===== config.mk =====
export PLATFORM = sky130hd
export DESIGN_NAME = boot_loader
export DESIGN_NICKNAME = d
export VERILOG_FILES = /design/src/rtl/hack_pkg.sv /design/src/rtl/byte_pair.sv /design/src/rtl/boot_loader.sv
export SDC_FILE = /design/constraint.sdc
export NUM_CORES = 1
export LEC_CHECK = 0
export BUFFER_PORTS_ARGS = -buffer_cell sky130_fd_sc_hd__buf_2
export CAP_MARGIN = 20
export CELL_PAD_IN_SITES_DETAIL_PLACEMENT = 2
export CELL_PAD_IN_SITES_GLOBAL_PLACEMENT = 2
export CORE_UTILIZATION = 35
export CTS_CLUSTER_SIZE = 14
export DETAILED_ROUTE_END_ITERATION = 8
export GPL_TIMING_DRIVEN = 0
export PLACE_DENSITY_LB_ADDON = 0.2
export SYNTH_ARGS = -nofsm -noshare
export SYNTH_HDL_FRONTEND = slang
export SYNTH_HIERARCHICAL = 1
export SYNTH_SLANG_ARGS = --single-unit
export TNS_END_PERCENT = 5

===== constraint.sdc =====
create_clock -name clk -period 3.4 [get_ports clk]
set_clock_uncertainty 0.15 [all_clocks]
set_input_delay 0.85 -clock clk [delete_from_list [all_inputs] [get_ports clk]]
set_output_delay 0.85 -clock clk [all_outputs]
set_load 0.01 [all_outputs]

===== src/rtl/hack_pkg.sv =====
// Shared definitions for the Hack computer: loader FSM states, ROM geometry
// and the 16-bit instruction word type.
package hack_pkg;

    localparam int ROM_AW    = 15;
    localparam int MAX_WORDS = 32768;

    typedef logic [15:0] word_t;

    typedef enum logic [3:0] {
        HDR_HI,
        HDR_LO,
        DAT_HI,
        DAT_LO,
        WRITE,
        CS_HI,
        CS_LO,
        RUN,
        ERROR
    } boot_state_t;

endpackage


===== src/rtl/byte_pair.sv =====
// Assembles two consecutive bytes into a big-endian 16-bit word; the high byte
// is latched and the low byte is taken straight from the incoming stream.
module byte_pair
    import hack_pkg::*;
(
    input  logic       clk,
    input  logic       reset,
    input  logic       load_hi,
    input  logic [7:0] data_byte,
    output word_t      word
);

    logic [7:0] hi_q;

    always_ff @(posedge clk) begin
        if (reset) begin
            hi_q <= 8'h00;
        end else if (load_hi) begin
            hi_q <= data_byte;
        end
    end

    assign word = {hi_q, data_byte};

endmodule


===== src/rtl/boot_loader.sv =====
// Streams a length-prefixed, checksummed image into the instruction ROM and
// releases the CPU from reset once the image has been verified.
module boot_loader
    import hack_pkg::*;
#(
    parameter int ROM_AW    = hack_pkg::ROM_AW,
    parameter int MAX_WORDS = hack_pkg::MAX_WORDS
) (
    input  logic              clk,
    input  logic              reset,
    input  logic              rx_valid,
    input  logic [7:0]        rx_byte,
    output logic              rx_ready,
    input  logic              reload,
    output logic              rom_we,
    output logic [ROM_AW-1:0] rom_addr,
    output logic [15:0]       rom_data,
    output logic              cpu_reset,
    output logic              done,
    output logic              error
);

    localparam int IDX_W = 17;
    localparam logic [IDX_W-1:0] MAX_N = IDX_W'(MAX_WORDS);

    boot_state_t       state_q, state_d;
    logic [IDX_W-1:0]  index_q;
    word_t             count_q;
    word_t             sum_q;
    logic [ROM_AW-1:0] rom_addr_q;
    word_t             rom_data_q;

    logic  accept;
    logic  load_hi;
    word_t pair_word;

    assign accept  = rx_valid && rx_ready;
    assign load_hi = accept && (state_q == HDR_HI || state_q == DAT_HI || state_q == CS_HI);

    byte_pair u_byte_pair (
        .clk      (clk),
        .reset    (reset),
        .load_hi  (load_hi),
        .data_byte(rx_byte),
        .word     (pair_word)
    );

    always_ff @(posedge clk) begin
        if (reset) begin
            state_q <= HDR_HI;
        end else begin
            state_q <= state_d;
        end
    end

    always_comb begin
        state_d = state_q;
        case (state_q)
            HDR_HI: if (accept) state_d = HDR_LO;
            HDR_LO: begin
                if (accept) begin
                    if (pair_word == 16'h0000) begin
                        state_d = CS_HI;
                    end else if ({1'b0, pair_word} > MAX_N) begin
                        state_d = ERROR;
                    end else begin
                        state_d = DAT_HI;
                    end
                end
            end
            DAT_HI: if (accept) state_d = DAT_LO;
            DAT_LO: if (accept) state_d = WRITE;
            // index_q still counts the words written before this one
            WRITE: begin
                if ((index_q + 1'b1) < {1'b0, count_q}) begin
                    state_d = DAT_HI;
                end else begin
                    state_d = CS_HI;
                end
            end
            CS_HI: if (accept) state_d = CS_LO;
            CS_LO: begin
                if (accept) begin
                    state_d = (pair_word == sum_q) ? RUN : ERROR;
                end
            end
            RUN:   if (reload) state_d = HDR_HI;
            ERROR: state_d = ERROR;
            default: state_d = ERROR;
        endcase
    end

    always_ff @(posedge clk) begin
        if (reset) begin
            index_q    <= '0;
            count_q    <= '0;
            sum_q      <= '0;
            rom_addr_q <= '0;
            rom_data_q <= '0;
        end else begin
            case (state_q)
                HDR_LO: if (accept) count_q <= pair_word;
                DAT_LO: begin
                    if (accept) begin
                        rom_addr_q <= index_q[ROM_AW-1:0];
                        rom_data_q <= pair_word;
                        sum_q      <= sum_q + pair_word;
                    end
                end
                WRITE: index_q <= index_q + 1'b1;
                RUN: begin
                    if (reload) begin
                        index_q <= '0;
                        sum_q   <= '0;
                    end
                end
                default: ;
            endcase
        end
    end

    always_comb begin
        rx_ready  = 1'b0;
        rom_we    = 1'b0;
        cpu_reset = 1'b1;
        done      = 1'b0;
        error     = 1'b0;
        case (state_q)
            HDR_HI, HDR_LO, DAT_HI, DAT_LO, CS_HI, CS_LO: rx_ready = 1'b1;
            WRITE: rom_we = 1'b1;
            RUN: begin
                cpu_reset = 1'b0;
                done      = 1'b1;
            end
            ERROR: error = 1'b1;
            default: ;
        endcase
    end

    assign rom_addr = rom_addr_q;
    assign rom_data = rom_data_q;

endmodule


==> results.json <==
{
  "status": "finished, final reports clean",
  "root_buffer": "clkbuf_16",
  "area_delta_synth_final_pct": 14.4,
  "cp-end-kind": "register",
  "p_leak_nw": 2.37,
  "syn_inst": 657,
  "cts_num_sinks": 92,
  "grt_pass1_vias": 5243,
  "ys_ff_latch": 92,
  "drtIter0Drc": 228,
  "post-route-drc-count": 0,
  "arrival_ns": 3.31,
  "cts.path.max_buffers": 2,
  "multi_input_area_um2": 3000,
  "max_freq_mhz": 311,
  "dp_hpwl_mm": 13.0,
  "fill_cells": 1657,
  "place_congestion": 0.826,
  "grt_pass1_wl_mm": 28.1,
  "fin_crit_ns": 3.22,
  "synth_top_area_cell": "dfxtp_1",
  "die_w_um": 123,
  "drv_cap": 0,
  "ys_async_sr_fraction_pct": 0,
  "antenna_cells": 0,
  "required_ns": 3.49,
  "clk_latency_ns": 0.35,
  "seqCellArea_um2": 1840,
  "layout.nets": 758,
  "setup_viol": 0,
  "hold_viol": 0,
  "timing.setup.tns_ns": 0,
  "timing.rr.start": "index_q[0]",
  "hp-class": "reg -> reg",
  "wl_met2_mm": 8.58,
  "netlist_top_cells_area": "dfxtp_1 (36%), a21oi_1 (7.8%), nand2_1 (7.7%)",
  "postRouteAntennaNets": 0,
  "wl_mm": 17.8,
  "cts.clk_slew.worst_paths_ns": 0.06,
  "vias": 5037,
  "routed_via_density": 5.62,
  "wl_per_cell_um": 19.9,
  "netlist_area_um2": 5150,
  "overflow": 0,
  "grt_util_all_layers_pct": 24.5,
  "portBuffers": 46,
  "rows": 43,
  "die_area_um2": 15200,
  "min_from": "rom_addr[4]",
  "avgSynthCellArea_um2": 7.84,
  "synth.top_cell.area_share_pct": 35.7,
  "drv_slew": 0,
  "chipHeight_um": 123,
  "slew_headroom_pct": 56.4,
  "fin_crit_sh_pct": 94.7,
  "synth_cell_types": 65,
  "initial_core_util_pct": 36.6,
  "wl_met3_um": 498,
  "ys.flop_type": "dfxtp_1",
  "post-route-util_pct": 41.8,
  "cts-htree-levels": 3,
  "core_um2": 14100,
  "antenna_found_initial": 0,
  "cts_tree": "built",
  "tightest_slew_ns": 0.654,
  "cp_max_fo": 7,
  "syn_nets": 701,
  "start_kind": "register",
  "synth_edf_count": 0,
  "critical_path_class": "reg -> reg",
  "drive_above_1_share_pct": 14.2,
  "peakVddDrop_mv": 0.240,
  "timing.critical_path.from": "index_q[0]",
  "grt_max_degree": 14,
  "first_pass_iters": 4,
  "synth-seq-area-share_pct": 35.7,
  "cts_hold_repair.buffers": 0,
  "top_layer": "met4",
  "wl_met1_mm": 8.40,
  "cts_made_buffers": 9,
  "power_density_nw_per_um2": 402,
  "synth_warnings": 6,
  "ios": 48
}
==> worst max-delay path, stage by stage (launching register included) <==
cell	delay, ns
dfxtp_2	0.41
ha_2	0.25
and3_4	0.23
nand3_4	0.15
nand2b_2	0.25
xnor2_2	0.20
ha_1	0.30
a211oi_1	0.25
o21a_1	0.19
nand2_1	0.09
o31ai_4	0.23
a31oi_1	0.15
o221a_1	0.24
==> kinds of logic (layout without fill, tap and decap cells) <==
logic type      count (synthesis)  in the layout  synth area share [%]
simple gates                  261            261                  23.9
compound gates                160            160                  19.3
flops                          92             92                  35.7
buf+inv                        76            135                  6.63
fa+ha+maj                      32             32                  7.91
xor+xnor                       23             23                  3.91
mux                            13             13                  2.57
==> state kept, by name (all words and copies together) (netlist names) <==
name / count
count_q: 16
index_q: 17
rom_addr: 15
rom_data: 16
state_q: 4
sum_q: 16
u_byte_pair/hi_q: 8
==> synth_stat cells (4+ instances only) <==
| library cell | instances |
|---|---|
| a211oi_1 | 7 |
| nand2b_1 | 10 |
| xor2_1 | 8 |
| o31ai_1 | 4 |
| a22oi_1 | 13 |
| nand4_1 | 6 |
| buf_2 | 15 |
| ha_1 | 31 |
| xnor2_1 | 15 |
| nor2b_1 | 4 |
| buf_4 | 8 |
| mux2i_1 | 11 |
| a21o_1 | 8 |
| inv_1 | 27 |
| dfxtp_1 | 92 |
| nand2_1 | 106 |
| or3_1 | 4 |
| nand3_1 | 30 |
| clkbuf_1 | 21 |
| and3_1 | 5 |
| nor3_1 | 12 |
| a31oi_1 | 4 |
| a21oi_1 | 80 |
| o21ai_0 | 16 |
| nor2_1 | 59 |
| nor4_1 | 7 |
==> per-layer routing <==
layer  vias up  GRT usage, %
met5         -             0
met4         0          9.11
met3        24          3.23
met2        88          40.9
met1      2542          32.2
li1       2383             -
==> placed cells by master (no fill, tap or decap), types with 9 or more instances in the layout <==
master and n:
a21oi_1 80, nand2_1 106, mux2i_1 11, xnor2_1 14
dfxtp_1 90, nor2_1 59, ha_1 30, o21ai_0 16
clkbuf_1 22, nor3_1 12, nand3_1 30, clkbuf_16 9
buf_2 61, inv_1 27, nand2b_1 10, a22oi_1 13
==> what timing repair did <==
action | in CTS | in global routing
setup endpoints to repair | 3 | 3
setup buffers | 0 | 0
gates resized for setup | 3 | 4
hold endpoints to repair | 0 | 0
cloned | 0 | 0
==> final timing paths <==
check,to,slack [ns],depth (start not counted)
max reg2reg,state_q[2],0.18,12
min reg2reg,rom_addr[4],0.30,2
max,state_q[2],0.18,12
min,rom_addr[4],0.30,2
==> cell type report <==
type	count	share of cell area, %
multi-input combinational	489	50.9
sequential	92	31.3
clock buffer	11	4.12
buffer	48	4.01
timing repair buffer	46	3.90
tap	180	3.82
inverter	28	1.78
clock inverter	2	0.233
==> per-stage QoR <==
| stage | hold WS [ns] | power (mW) | instances | setup WS [ns] | area (um^2) |
|---|---|---|---|---|---|
| final | 0.305 | 2.37 | 896 | 0.180 | 5900 |
| after global routing | 0.333 | 2.47 | 896 | -0.00900 | 5900 |
| after CTS | 0.304 | 2.40 | 896 | 0.0231 | 5870 |
| after detailed placement | 0.295 | 1.46 | 883 | -0.0973 | 5610 |
| after global placement | 0.290 | 1.44 | 883 | -0.0441 | 5610 |
| after floorplan | 0.282 | 1.35 | 657 | 0.538 | 5150 |
==> power breakdown <==
group / switching, mW / internal (mW)
Sequential: 0.0357 / 1.10
Combinational: 0.194 / 0.110
Clock: 0.426 / 0.504
Total: 0.655 / 1.72
Power figures use the tool's default switching activity.
